==> src/rtl/instruction_fetch_unit_if.sv <==
// Fetch-stage bus bundle: instruction memory port, redirect input and IF/ID output handshake.
// master = fetch unit, slave = memory/decode/branch side.
interface instruction_fetch_unit_if;
  logic [31:0] imem_addr;
  logic [31:0] imem_data;
  logic        redirect_valid;
  logic [31:0] redirect_pc;
  logic        out_valid;
  logic        out_ready;
  logic [31:0] out_instr;
  logic [31:0] out_pc;
  logic        halted;
  logic [15:0] fetch_count;

  modport master (
    output imem_addr,
    input  imem_data,
    input  redirect_valid,
    input  redirect_pc,
    output out_valid,
    input  out_ready,
    output out_instr,
    output out_pc,
    output halted,
    output fetch_count
  );

  modport slave (
    input  imem_addr,
    output imem_data,
    output redirect_valid,
    output redirect_pc,
    input  out_valid,
    output out_ready,
    input  out_instr,
    input  out_pc,
    input  halted,
    input  fetch_count
  );
endinterface

==> src/rtl/instruction_fetch_unit.sv <==
// Fetch stage: PC drives imem_addr, word captured into IF/ID register one edge later (1/cycle).
// Backpressure: out_valid & !out_ready stalls everything; a redirect always wins and costs one bubble.
module instruction_fetch_unit #(
  parameter int unsigned IMEM_DEPTH = 32,
  parameter int unsigned RESET_PC   = 0
) (
  input  logic                     clk,
  input  logic                     rst_n,
  instruction_fetch_unit_if.master bus
);

  localparam logic [31:0] DEPTH_W    = 32'(IMEM_DEPTH);
  localparam logic [31:0] LAST_PC    = DEPTH_W - 32'd1;
  localparam logic [31:0] RST_PC_W   = 32'(RESET_PC);
  localparam logic        RESET_HALT = (RST_PC_W >= DEPTH_W);

  logic [31:0] pc_q,          pc_d;
  logic        out_valid_q,   out_valid_d;
  logic [31:0] out_instr_q,   out_instr_d;
  logic [31:0] out_pc_q,      out_pc_d;
  logic        halted_q,      halted_d;
  logic [15:0] fetch_count_q, fetch_count_d;

  logic handshake;
  logic slot_free;

  assign handshake = out_valid_q & bus.out_ready;
  assign slot_free = ~out_valid_q | bus.out_ready;

  always_comb begin
    pc_d          = pc_q;
    out_valid_d   = out_valid_q;
    out_instr_d   = out_instr_q;
    out_pc_d      = out_pc_q;
    halted_d      = halted_q;
    fetch_count_d = fetch_count_q;

    if (bus.redirect_valid) begin
      // Any held word is either consumed by this cycle's handshake or squashed.
      pc_d        = bus.redirect_pc;
      out_valid_d = 1'b0;
      halted_d    = (bus.redirect_pc >= DEPTH_W);
    end else if (!halted_q && slot_free) begin
      out_instr_d = bus.imem_data;
      out_pc_d    = pc_q;
      out_valid_d = 1'b1;
      pc_d        = pc_q + 32'd1;
      halted_d    = (pc_q == LAST_PC);
      if (fetch_count_q != 16'hFFFF) begin
        fetch_count_d = fetch_count_q + 16'd1;
      end
    end else if (handshake) begin
      out_valid_d = 1'b0;
    end
  end

  always_ff @(posedge clk or negedge rst_n) begin
    if (!rst_n) begin
      pc_q          <= RST_PC_W;
      out_valid_q   <= 1'b0;
      out_instr_q   <= 32'd0;
      out_pc_q      <= 32'd0;
      halted_q      <= RESET_HALT;
      fetch_count_q <= 16'd0;
    end else begin
      pc_q          <= pc_d;
      out_valid_q   <= out_valid_d;
      out_instr_q   <= out_instr_d;
      out_pc_q      <= out_pc_d;
      halted_q      <= halted_d;
      fetch_count_q <= fetch_count_d;
    end
  end

  assign bus.imem_addr   = pc_q;
  assign bus.out_valid   = out_valid_q;
  assign bus.out_instr   = out_instr_q;
  assign bus.out_pc      = out_pc_q;
  assign bus.halted      = halted_q;
  assign bus.fetch_count = fetch_count_q;

endmodule

==> src/flat_wrapper.sv <==
// flat-port wrapper written by rule: the top's interface ports become plain ports
module instruction_fetch_unit_flat 
#(
  parameter int unsigned IMEM_DEPTH = 32,
  parameter int unsigned RESET_PC   = 0
)
  (clk, rst_n, bus_imem_addr, bus_imem_data, bus_redirect_valid, bus_redirect_pc, bus_out_valid, bus_out_ready, bus_out_instr, bus_out_pc, bus_halted, bus_fetch_count);
  instruction_fetch_unit_if bus_i ();
  input  logic clk;
  input  logic rst_n;
  output wire logic [$bits(bus_i.imem_addr)-1:0] bus_imem_addr;
  input wire logic [$bits(bus_i.imem_data)-1:0] bus_imem_data;
  input wire logic [$bits(bus_i.redirect_valid)-1:0] bus_redirect_valid;
  input wire logic [$bits(bus_i.redirect_pc)-1:0] bus_redirect_pc;
  output wire logic [$bits(bus_i.out_valid)-1:0] bus_out_valid;
  input wire logic [$bits(bus_i.out_ready)-1:0] bus_out_ready;
  output wire logic [$bits(bus_i.out_instr)-1:0] bus_out_instr;
  output wire logic [$bits(bus_i.out_pc)-1:0] bus_out_pc;
  output wire logic [$bits(bus_i.halted)-1:0] bus_halted;
  output wire logic [$bits(bus_i.fetch_count)-1:0] bus_fetch_count;
  assign bus_imem_addr = bus_i.imem_addr;
  assign bus_i.imem_data = bus_imem_data;
  assign bus_i.redirect_valid = bus_redirect_valid;
  assign bus_i.redirect_pc = bus_redirect_pc;
  assign bus_out_valid = bus_i.out_valid;
  assign bus_i.out_ready = bus_out_ready;
  assign bus_out_instr = bus_i.out_instr;
  assign bus_out_pc = bus_i.out_pc;
  assign bus_halted = bus_i.halted;
  assign bus_fetch_count = bus_i.fetch_count;
  instruction_fetch_unit #(.IMEM_DEPTH(IMEM_DEPTH), .RESET_PC(RESET_PC)) u_core (.clk(clk), .rst_n(rst_n), .bus(bus_i));
endmodule
==> config.mk <==
export PLATFORM = sky130hd
export DESIGN_NAME = instruction_fetch_unit_flat
export DESIGN_NICKNAME = d
export VERILOG_FILES = /design/src/rtl/instruction_fetch_unit_if.sv /design/src/rtl/instruction_fetch_unit.sv /design/src/flat_wrapper.sv
export SDC_FILE = /design/constraint.sdc
export NUM_CORES = 1
export LEC_CHECK = 0
export ABC_AREA = 1
export CAP_MARGIN = 30
export CORE_MARGIN = 5
export CORE_UTILIZATION = 42
export DETAILED_ROUTE_END_ITERATION = 16
export MAX_ROUTING_LAYER = met4
export PLACE_DENSITY = 0.76
export SETUP_SLACK_MARGIN = 0.1
export SYNTH_ARGS = -nofsm -noshare
export SYNTH_HDL_FRONTEND = slang
export SYNTH_SLANG_ARGS = --single-unit
==> constraint.sdc <==
create_clock -name clk -period 1.65 [get_ports clk]
set_input_delay 0.2475 -clock clk [delete_from_list [all_inputs] [get_ports clk]]
set_output_delay 0.2475 -clock clk [all_outputs]
set_load 0.05 [all_outputs]
## After elaboration in Yosys (flattened, before gate mapping)

Index checks and enable logic that the tools add are counted.
Widths: inputs -> output; s select.

| word-level totals | value |
|---|---|
| bits in registers | 114 |
| latch bits | 0 |
| memory bits (writable) | 0 |
| memory bits (read-only) | 0 |
| output and inout bits | 114 |
| word-level logic and storage cells | 28 |
| memories kept | 0 |

| cells by class | value |
|---|---|
| add/sub/neg operators | 2 |
| multipliers | 0 |
| divide/modulo/power cells | 0 |
| $lt $le $gt $ge | 1 |
| equal/unequal tests | 2 |
| shift-type cells | 0 |
| mux-type cells | 7 |
| bitwise logic cells | 4 |
| reductions and logical operators | 6 |

Operators with widths:

| cell | count |
|---|---|
| $mux 32 | 2 |
| $add 32x1->32 const B | 1 |
| $eq 32x5->1 const B | 1 |
| $ge 32x6->1 const B | 1 |
| $add 16x1->16 const B | 1 |
| $ne 16x16->1 const B | 1 |
| $mux 1 | 5 |
| $reduce_and 3->1 | 1 |
| $reduce_bool 3->1 | 1 |
| $not 1->1 | 2 |
| $reduce_and 2->1 | 1 |
| $reduce_bool 2->1 | 1 |
| $and 1x1->1 | 1 |
| $logic_and 1x1->1 | 1 |
| $logic_not 1->1 | 1 |
| $or 1x1->1 | 1 |

## Longest topological paths before layout

| logic depth | value |
|---|---|
| word-level depth | 5 |
| gate-level depth with buffers | 11 |
| depth with buffers taken out | 10 |

## Worst setup path before layout

No wires, ideal clock.

| path | value |
|---|---|
| path type | reg2reg |
| from | reg u_core.fetch_count_q[0], in the netlist u_core.bus.fetch_count[0] |
| to | reg u_core.fetch_count_q[14], in the netlist u_core.bus.fetch_count[14] |
| arrival time | 1891 ps |
| path slack | -359 ps |
| cell stages (with the launch flop) | 12 |
| buffers on the path | 1 |
| cell sequence | dfrtp_1 -> ha_1 -> nand3_2 -> nor2_4 -> nand2_4 -> nor2_8 -> nand2_4 -> nand2_8 -> inv_4 -> buf_6 -> nand2_1 -> nand2_1 |

| between the ends | value |
|---|---|
| longest elaborated chain between the ends | 2 |
| elaborated cells between the ends (all ways) | 3 |
| those cells by class | add/sub: 1; eq/ne: 1; reduce/logical: 1 |

Ends and longest elaborated chain:

| element | line | RTL |
|---|---|---|
| start: declaration | instruction_fetch_unit.sv:22 | `logic [15:0] fetch_count_q, fetch_count_d;` |
| start signal: assignment | instruction_fetch_unit.sv:71 | `fetch_count_q <= fetch_count_d;` |
| branches (longest 2 deep; another with $add 16x1->16) | n/a |  |

Several ways; the timed one is not identified.
A chain may end at the register's enable or synchronous reset.

## Worst setup path after layout

| path | value |
|---|---|
| from | reg u_core.pc_q[0], in the netlist u_core.bus.imem_addr[0] |
| to | reg u_core.pc_q[28], in the netlist u_core.bus.imem_addr[28] |

| between the ends | value |
|---|---|
| longest elaborated chain between the ends | 3 |

Ends and longest elaborated chain:

| element | line | RTL |
|---|---|---|
| start: declaration | instruction_fetch_unit.sv:17 | `logic [31:0] pc_q, pc_d;` |
| start signal: assignment | instruction_fetch_unit.sv:66 | `pc_q <= pc_d;` |
| $add 32x1->32 | instruction_fetch_unit.sv:47 | `pc_d = pc_q + 32'd1;` |
| $mux 32 | instruction_fetch_unit.sv:43 | `end else if (!halted_q && slot_free) begin` |
| $mux 32 | instruction_fetch_unit.sv:38 | `if (bus.redirect_valid) begin` |

Every way passes these cells. The select of a mux whose other input is x is not followed.

==> out/metrics.cfg <==
[run_status]
status = finished, final reports clean

[route]
drt-initial-drc-count = 345
antenna_left = 0
via_count = 5883
wire_per_inst_um = 15.5
firstDrtPassIters = 5
drc = 0
via_per_inst = 4.99
wl_mm = 18.2

[power]
power_density_nw_per_um2 = 910
p_leak_nw = 4.47
power_w = 0.00800
comb_power_share_pct = 12.4
seqPwrFrac_pct = 37.3
p_sw_w = 0.00198
swShare_pct = 24.7
intPower_w = 0.00602
ir_worst_vdd_mv = 0.589
pwr-share-clk_pct = 50.3

[placed_design]
placed_cell_area_um2 = 7960
dp_hpwl_mm = 13.5
portBuffers = 181
gp_congestion = 0.907

[grt]
antenna_found_initial = 0
grt_max_degree = 45
gr-total-overflow = 0
groute.usage.overall_pct = 23.3
grt_pass1_wl_mm = 29.4
grt_pass1_vias = 5825

[cts]
cts_tree = yes
htree_levels = 4
clockRootBuffer = clkbuf_16
clk_path_buf_depth = 2
path_clk_slew_ns = 0.05
cts_inserted_buffers = 17
clkLatencyLatePin_ns = 0.41
cts.sinks = 114

[floorplan]
rows = 42
num_io_pins = 182
core_um2 = 13300
initial_utilization_pct = 43.3
die_height_um = 127
die-area_um2 = 16200
dieWidth_um = 127

[cells_and_area]
multi_input_area_um2 = 2660
diodes = 0
final_util_pct = 65.8
regArea_um2 = 2890
syn2layout_area_growth_pct = 52.1
nFillCells = 1138
final_nets = 1060
layout-drive-gt1-share_pct = 27.2
stdcell_area_um2 = 8790

[logic_synthesis]
synth-seq-area-share_pct = 49.4
syn_avg_cell_area_um2 = 7.68
synthCells = 752
yosys_warnings = 0
ys_types = 35
ys_ff_latch = 114
synthesis.area_um2 = 5780
syn_nets = 822

[critical_path]
cpMaxStageDelayCell = dfrtp_2
critPathMostFrequentCell = nor2_4
cp-end-kind = flop
startpoint_type = flop
crit_arrival_ns = 1.81
critPathBufInv = 0
crit_type = flop to flop
worstPathRequired_ns = 1.94
crit_fanout = 4
path_cells = ha_4 > nand2_4 > nor2_4 > nand2_2 > nor2_4 > nand2_2 > nor2_4 > nand2_1 > nand2_1 > nand3_1
max_stage_delay_ns = 0.41
cp_top_family = simple AND/OR/NAND/NOR gates

[timing]
clock_skew_ns = 0.00758
hold_viol_final = 0
worst_slew_pin_slew_ns = 0.408
finalCriticalPeriod_ns = 1.51
fmax_mhz = 660
maxSlewHeadroom_pct = 72.8
fin_crit_sh_pct = 91.8
slew_viol_final = 0
rsz0062_at_grt = true
setup_tns_ns = 0
setup_viol = 0
timing.hold.ws_ns = 0.197

[run]
cap_violations = 0

[min_path]
hold_path.class = input pin to async pin

[registers in the layout (all words and copies together) (netlist names)]
| register | cells |
|---|---|
| u_core.bus.halted | 1 |
| u_core.bus.fetch_count | 16 |
| u_core.bus.imem_addr | 32 |
| u_core.bus.out_valid | 1 |
| u_core.bus.out_pc | 32 |
| u_core.bus.out_instr | 32 |
[cells in the mapped netlist]
master / count / area, µm²
a21oi_1: 2 / 10.0
a21oi_4: 1 / 16.3
a22oi_1: 1 / 7.51
buf_2: 12 / 60.1
buf_6: 4 / 45.0
clkbuf_1: 8 / 30.0
dfrtp_1: 114 / 2850
ha_1: 2 / 25.0
inv_1: 64 / 240
inv_2: 2 / 7.51
inv_4: 1 / 6.26
nand2_1: 253 / 950
nand2_2: 2 / 12.5
nand2_4: 2 / 22.5
nand2_8: 1 / 20.0
nand3_1: 53 / 265
nand3_2: 2 / 20.0
nand3b_1: 9 / 67.6
nand4_1: 20 / 125
nor2_1: 120 / 450
nor2_2: 4 / 25.0
nor2_4: 3 / 33.8
nor2_8: 1 / 20.0
nor3_1: 7 / 35.0
nor3_2: 2 / 20.0
nor4_1: 4 / 25.0
o2111ai_1: 1 / 8.76
o211ai_1: 6 / 45.0
o21ai_0: 27 / 135
o21ai_1: 1 / 5.00
o21bai_1: 2 / 15.0
o221ai_1: 3 / 26.3
o22ai_1: 3 / 18.8
xnor2_1: 8 / 70.1
xor2_1: 7 / 61.3
[what timing repair did]
item,in CTS,in global routing
gates resized for setup,2,16
pin swaps,1,9
setup buffers,7,6
cloned,0,1
endpoints found under the hold margin,114,0
hold buffers,1,0
setup endpoints to repair,10,54
[area by class of cell]
| cell class | count | share of cell area, % |
|---|---|---|
| multi-input cells | 548 | 30.3 |
| inverters | 67 | 2.98 |
| well taps | 176 | 2.51 |
| clock inverters | 11 | 2.08 |
| flip-flops and latches | 114 | 32.8 |
| repair buffers | 242 | 24.1 |
| clock buffers | 21 | 5.24 |
[per-stage QoR]
stage                     instances  setup slack, ns
final                          1179            0.135
after global routing           1179           0.0394
after global placement         1132           -0.137
after floorplan                 752           -0.101
after detailed placement       1132           -0.173
after CTS                      1172            0.111
[metal layers]
layer	share of wire [%]	global-route usage (%)	routed length, µm
met5	0	-	0
met4	2.0	7.76	364
met3	5.5	4.26	1010
met2	48	36.6	8670
met1	45	30.7	8180
[final timing paths]
kind	to	cells past startpoint	slack, ns	startpoint
min reg2reg	u_core.bus.out_instr[18]	2	0.48	u_core.bus.out_instr[18]
min	u_core.bus.fetch_count[1]	2	0.20	rst_n
max reg2reg	u_core.bus.imem_addr[28]	10	0.14	u_core.bus.imem_addr[0]
max in group asynchronous	u_core.bus.fetch_count[5]	3	0.83	rst_n
min in group clk	u_core.bus.out_instr[18]	3	0.36	bus_imem_data[18]
max	u_core.bus.imem_addr[28]	10	0.14	u_core.bus.imem_addr[0]
[cells by family (layout without fill, tap and decap cells)]
family	count (synthesis)	in the layout	synth area share, %
compound gates	47	47	4.98
buf+inv	91	341	6.73
simple gates	483	484	36.2
xor+xnor	15	15	2.27
flops	114	114	49.4
fa+ha+maj	2	2	0.433
[cells in the final DEF, fill, tap and decap left out, types with 3 or more instances in the layout]
cell,Yosys,layout
o211ai_1,6,6
o21ai_1,1,3
inv_2,2,3
clkbuf_16,0,17
inv_1,64,62
nand3_1,53,51
nor2_2,4,8
buf_12,0,10
clkdlybuf4s50_1,0,66
o22ai_1,3,3
clkinv_2,0,5
dfrtp_2,0,26
xor2_1,7,7
o21ai_0,27,25
xnor2_1,8,8
dfrtp_1,114,88
nor4_1,4,4
nand2_2,2,6
bufinv_16,0,5
o221ai_1,3,3
nand4_1,20,20
nand2_1,253,248
nand3b_1,9,9
nor2_1,120,111
nor2_4,3,8
buf_4,0,164
nand2_4,2,4
nor3_1,7,7
[power by group through the flow]
| stage | clock (W) | sequential (W) | combinational (W) |
|---|---|---|---|
| 3_5_place_dp | 0 | 0.00303 | 0.000971 |
| 5_1_grt | 0.00419 | 0.00299 | 0.00107 |
| 4_1_cts | 0.00408 | 0.00298 | 0.000983 |
| 2_1_floorplan | 0 | 0.00326 | 0.000213 |
| 6_report | 0.00402 | 0.00299 | 0.000993 |
| 3_3_place_gp | 0 | 0.00303 | 0.000962 |
Note: power is estimated with default switching activity, not from simulation.
